[src/rtl/systolic_pe_db.sv]
// systolic_pe_db: weight-stationary MAC processing element with a double-buffered weight chain.
// Define SYSTOLIC_PE_SAT_EN for a saturating accumulate with a sticky sat_hit flag.
module systolic_pe_db #(
    parameter int DATA_W     = 16,
    parameter int ACC_W      = 40,
    parameter int PIPE_DEPTH = 3,
    parameter int SIGNED     = 1
) (
    input  logic              clk,
    input  logic              reset,
    input  logic              enable,
    input  logic [DATA_W-1:0] in_data,
    input  logic              in_valid,
    input  logic [ACC_W-1:0]  in_sum,
    input  logic [DATA_W-1:0] w_in,
    input  logic              w_load,
    input  logic              w_swap,
    output logic [DATA_W-1:0] out_data,
    output logic              out_valid,
    output logic [ACC_W-1:0]  out_sum,
    output logic [DATA_W-1:0] w_out,
    output logic              sat_hit
);
    logic [DATA_W-1:0]                  r_shadow, r_active, r_w_out;
    logic [PIPE_DEPTH-1:0]              r_v;
    logic [PIPE_DEPTH-1:0][DATA_W-1:0]  r_d;
    logic [PIPE_DEPTH-1:0][ACC_W-1:0]   r_s;
    logic [ACC_W-1:0]                   w_prod_ext, w_sum;

    // Both updates use the pre-edge shadow, so a simultaneous swap takes the old value.
    always_ff @(posedge clk or negedge reset) begin
        if (!reset) begin
            r_shadow <= '0;
            r_active <= '0;
            r_w_out  <= '0;
        end else begin
            if (w_load) begin
                r_shadow <= w_in;
                r_w_out  <= r_shadow;
            end
            if (w_swap) r_active <= r_shadow;
        end
    end

    generate
        if (SIGNED != 0) begin : g_signed
            logic signed [2*DATA_W-1:0] w_prod;
            assign w_prod     = (2*DATA_W)'($signed(in_data)) * (2*DATA_W)'($signed(r_active));
            assign w_prod_ext = ACC_W'(w_prod);
        end else begin : g_unsigned
            logic [2*DATA_W-1:0] w_prod;
            assign w_prod     = (2*DATA_W)'(in_data) * (2*DATA_W)'(r_active);
            assign w_prod_ext = ACC_W'(w_prod);
        end
    endgenerate

`ifdef SYSTOLIC_PE_SAT_EN
    logic [ACC_W:0] w_full;
    logic           w_ovf;
    logic           r_sat;
    assign w_full = {1'b0, in_sum} + {1'b0, w_prod_ext};
    assign w_ovf  = (SIGNED != 0) ? (in_sum[ACC_W-1] == w_prod_ext[ACC_W-1]) && (w_full[ACC_W-1] != in_sum[ACC_W-1])
                                  : w_full[ACC_W];
    assign w_sum  = !w_ovf ? w_full[ACC_W-1:0] :
                    (SIGNED == 0) ? '1 : {in_sum[ACC_W-1], {(ACC_W-1){~in_sum[ACC_W-1]}}};
    always_ff @(posedge clk or negedge reset) begin
        if (!reset) r_sat <= 1'b0;
        else if (enable && in_valid && w_ovf) r_sat <= 1'b1;
    end
    assign sat_hit = r_sat;
`else
    assign w_sum   = in_sum + w_prod_ext;
    assign sat_hit = 1'b0;
`endif

    // Bubbles are zeroed on entry so the output registers never expose stale data.
    always_ff @(posedge clk or negedge reset) begin
        if (!reset) begin
            r_v <= '0;
            r_d <= '0;
            r_s <= '0;
        end else if (enable) begin
            r_v[0] <= in_valid;
            r_d[0] <= in_valid ? in_data : '0;
            r_s[0] <= in_valid ? w_sum : '0;
            for (int i = 1; i < PIPE_DEPTH; i++) begin
                r_v[i] <= r_v[i-1];
                r_d[i] <= r_d[i-1];
                r_s[i] <= r_s[i-1];
            end
        end
    end

    assign out_valid = r_v[PIPE_DEPTH-1];
    assign out_data  = r_d[PIPE_DEPTH-1];
    assign out_sum   = r_s[PIPE_DEPTH-1];
    assign w_out     = r_w_out;
endmodule
[config.mk]
export PLATFORM = sky130hd
export DESIGN_NAME = systolic_pe_db
export DESIGN_NICKNAME = d
export VERILOG_FILES = /design/src/rtl/systolic_pe_db.sv
export SDC_FILE = /design/constraint.sdc
export NUM_CORES = 1
export LEC_CHECK = 0
export ABC_AREA = 1
export CAP_MARGIN = 15
export CORE_MARGIN = 5
export CORE_UTILIZATION = 45
export CTS_CLUSTER_DIAMETER = 40
export DETAILED_ROUTE_END_ITERATION = 8
export SLEW_MARGIN = 0
export SYNTH_ARGS = -nofsm -noshare
export SYNTH_HDL_FRONTEND = slang
export SYNTH_SLANG_ARGS = --single-unit
[constraint.sdc]
create_clock -name clk -period 8.7 [get_ports clk]
set_input_delay 1.74 -clock clk [delete_from_list [all_inputs] [get_ports clk]]
set_output_delay 1.74 -clock clk [all_outputs]
set_load 0.005 [all_outputs]
---- Word-level counts from Yosys, hierarchy flattened ----
Cells that the tools add are included.
word-level totals
  bits in registers ....................... 219
  bits in latches ......................... 0
  RAM bits ................................ 0
  memory bits (read-only) ................. 0
  input bits .............................. 78
  output and inout bits ................... 74
  memories kept ........................... 0
cells by class
  $add $sub $neg .......................... 1
  multiply operators ...................... 1
  div/mod/pow operators ................... 0
  $lt $le $gt $ge ......................... 0
  equality and inequality tests ........... 0
  shifts and indexed selects .............. 0
  mux-type cells .......................... 2
  bitwise logic cells ..................... 0
  reduce and logical (&&, ||, !) cells .... 0
operator list
  operator                                        number
  40-bit adder                                    1
  40-bit two-way mux                              1
  16-bit by 16-bit multiplier with 32-bit output  1
  16-bit two-way mux                              1

---- Depth between registers and ports, before layout ----
  depth in word-level cells ............... 3
  mapped depth ............................ 41
  depth with buffers taken out ............ 39

---- Worst setup path before layout ----
OpenSTA, ideal clock, no wires.
  path type ............................... input -> register
  from .................................... input port in_data[15]
  to ...................................... register r_s[36] (netlist name)
  data arrival time ....................... 8,299 ps
  data required time ...................... 8,580 ps
  setup slack ............................. 281 ps
  stages .................................. 34
  cell sequence ........................... clkbuf_1 clkbuf_1 nand2_1 inv_1 fa_1 fa_1 fa_1 inv_1 fa_1 inv_1 fa_1 inv_1 fa_1 inv_1 ha_1 a21o_1 nor2_1 nand2_1 inv_1 nand2_1 inv_1 nand2_1 nand2_1 nand2_1 ha_1 nand2_1 nor2_1 inv_1 nor4_2 nand3_1 nand3_1 a21oi_1 o21ai_1 nand2_1
on the way
  cells in the longest elaborated chain, start to end .. 3
RTL lines
  item                                            line  text
  start: declaration                              12    input logic [DATA_W-1:0] in_data,
  16-bit by 16-bit multiplier with 32-bit output  48    assign w_prod = (2*DATA_W)'($signed(in_data)) * (2*DATA_W)'($signed(r_active));
  40-bit adder                                    72    assign w_sum = in_sum + w_prod_ext;
  40-bit two-way mux                              85    r_s[0] <= in_valid ? w_sum : '0;
  end signal: indexed assignment                  89    r_s[i] <= r_s[i-1];
  end: declaration                                27    logic [PIPE_DEPTH-1:0][ACC_W-1:0] r_s;
Every way passes these cells.
A chain may end at the register's enable or synchronous reset.

---- Final worst setup path ----
  from .................................... input port in_data[5]
  to ...................................... register r_s[35] (netlist name)
Same word-level chain as after synthesis.

==> metrics.txt <==
outcome=finished, final reports clean; vias per cell=4.82; initial antenna violation count=0; largest family of logic cells by synthesized area=adder cells; critical path type=in2reg; vias in the first global route=19000; Max Slew Vio Count=0; Commonest cells post-synth=nand2_1 (940), inv_1 (548), fa_1 (263); CTS tree=yes; multiplexer area fraction after synthesis=0; # IOs=152; Ys Warns=0; flop2flop setup slack=1.19 ns; Worst Max-Slew Pin Slew=1.02 ns; Reg2Reg Launch Point=r_active[1]; Post-Route Setup TNS=0 ns; ant diodes=0; largest net degree at the start of global routing=95; DIE WIDTH=230 µm; Max stage delay cell, worst path=fa_1; synthesized area=0.0217 mm²; drt initial violations=881; Post-Synth XOR/XNOR Area=0.0121; Min-Delay Path Class=reg2reg; ys flop type=dfrtp_1; Pre-Repair DR Iteration Count=5; crit path launch type=input pin; synth top area cells=dfrtp_1 (25%), fa_1 (24%), nand2_1 (16%), inv_1 (9.5%), ha_1 (7.1%); fraction of layout cells with a size suffix above 1=0.128; core area=0.0477 mm²; Final Wtd Congestion=0.980; Mapped Avg Cell Area=7.68 µm²; Synth async-reset ratio=1.00; Final ANT Viol Nets=0; # port buffers=150; minimum clock period=8.38 ns; Tcrit/Tclk final=0.963; Max Cap Violations=0; post-synth top area cell=dfrtp_1; post-synthesis sequential area ratio=0.252; Post-DP HPWL=48200 µm; chip height=230 µm; Post-Route WL=59300 µm; Hold Path End=out_sum[27]; WL/cell=15.9 µm; clock-pin transition on the worst setup and hold timing paths=0.05 ns; synthesized flop and latch total=219; CTS max path bufs=3; dpl cells=3669; slowest stage delay, CP=0.55 ns; Synth top area share=0.252; final core occ=0.561; CTS Buf Count=35; EDFF count, synth=0; Clock Root Buffer=clkbuf_16; max frequency=119 MHz; GRT Total Usage=0.227; Critical Path RT=9.15 ns; Netlist cell types=49; Cells after Synth=2827; Worst R2R Path Depth=29; Worst Path Max Fanout=6; most numerous cell in the Yosys netlist=nand2_1; Slew HR=0.321; vias after detailed routing=18000; initial core utilization=0.455; final hold vios=0; syn_nets=3291; Worst-Skew Late Latency=0.52 ns; Post-Synth Simple-Gate Area=0.216; compound-cell area share of the yosys netlist=0.0712; skew final=0.0120 ns; Max H-tree Level=2; CP dominant cell by count=nor2_1; Area Growth Syn to Fin=23.4%; Std-Cell Rows=80; Non-Filler Instances=3737; Hold Path Stages=2; Worst EP arrival=8.83 ns; final-stage net count=3562; Crit. End Element=flop; global-route wire length before repair=96700 µm; hold_sp=out_sum[27]; final setup vio count=0; Die ar.=0.0527 mm²; GRT overflow=0; CTS sink cnt=219; Crit Reg-Reg Endpoint=r_s[35]; drt drc=0; Post-Synth Adder-Cell Area=0.313
==> state kept, by name, summed over array words and instances, names as in the netlist <==
| name | count |
|---|---|
| out_data | 16 |
| r_d | 32 |
| r_active | 16 |
| r_shadow | 16 |
| out_sum | 40 |
| r_v | 3 |
| r_s | 80 |
| w_out | 16 |
==> stage by stage <==
step | hold WS (ns) | setup WS, ns | instance area (µm²)
5_1_grt | 0.475 | -0.0557 | 26800
3_3_place_gp | 0.453 | -0.528 | 25100
2_1_floorplan | 0.442 | 0.281 | 21700
6_report | 0.464 | 0.319 | 26800
4_1_cts | 0.464 | 0.0378 | 26400
3_5_place_dp | 0.457 | -0.642 | 25100
==> critical path: cells and delay by family <==
kind                     cells  cell delay (ns)
AO/OA/AOI/OAI                6             0.89
adder cells (fa/ha/maj)      8             3.20
XOR/XNOR                     1             0.15
buffers and inverters       11             1.52
AND/OR/NAND/NOR             13             1.32
==> per-layer routing <==
| layer | GRT usage | vias up | part of all wire |
|---|---|---|---|
| li1 | - | 8898 | - |
| met1 | 0.287 | 8627 | 0.42 |
| met2 | 0.400 | 386 | 0.50 |
| met3 | 0.0312 | 109 | 0.044 |
| met4 | 0.0759 | 0 | 0.034 |
| met5 | 0 | - | 0 |
==> worst max-delay path by stage <==
stage	endpoint	from
final	r_s[35]	in_data[5]
after global routing	r_s[37]	in_data[6]
after CTS	r_s[35]	in_data[15]
after detailed placement	r_s[33]	in_data[15]
after global placement	r_s[35]	in_data[15]
after floorplan	r_s[36]	in_data[15]
==> cells by family (layout without fill, tap and decap cells) <==
| group | count (synthesis) | count (layout) |
|---|---|---|
| other | 1 | 1 |
| buffers and inverters | 720 | 1015 |
| XOR/XNOR | 30 | 30 |
| AO/OA/AOI/OAI | 267 | 267 |
| flip-flops | 219 | 219 |
| adder cells (fa/ha/maj) | 386 | 386 |
| AND/OR/NAND/NOR | 1204 | 1204 |
==> cells in the final DEF, fill, tap and decap left out, types with 18 or more instances in the layout <==
master	netlist	routed
a21oi_1	111	101
buf_4	57	236
clkbuf_16	0	36
clkdlybuf4s50_1	0	145
dfrtp_1	219	219
fa_1	263	258
ha_1	123	107
inv_1	548	546
nand2_1	940	938
nand3_1	48	42
nor2_1	180	172
o21ai_0	81	75
o21ai_1	13	19
xor2_1	20	18
==> final cells by class <==
class                           instances  area (µm²)
Fill cell                            4596       21000
Inverter                              554        2080
Multi-Input combinational cell       1888       13700
Clock buffer                           43         946
Timing Repair Buffer                  400        3570
Tap cell                              615         769
Clock inverter                         18         263
Sequential cell                       219        5480
==> repair_timing <==
action | in CTS | in global routing
hold buffers | 0 | 0
cloned | 0 | 1
setup buffers | 0 | 6
resized for setup | 3 | 71
pin swaps | 0 | 23
endpoints found under the setup margin | 2 | 19
Power is not shown: default switching activity piles up to over one toggle a cycle in this logic, so the estimate is an artifact.
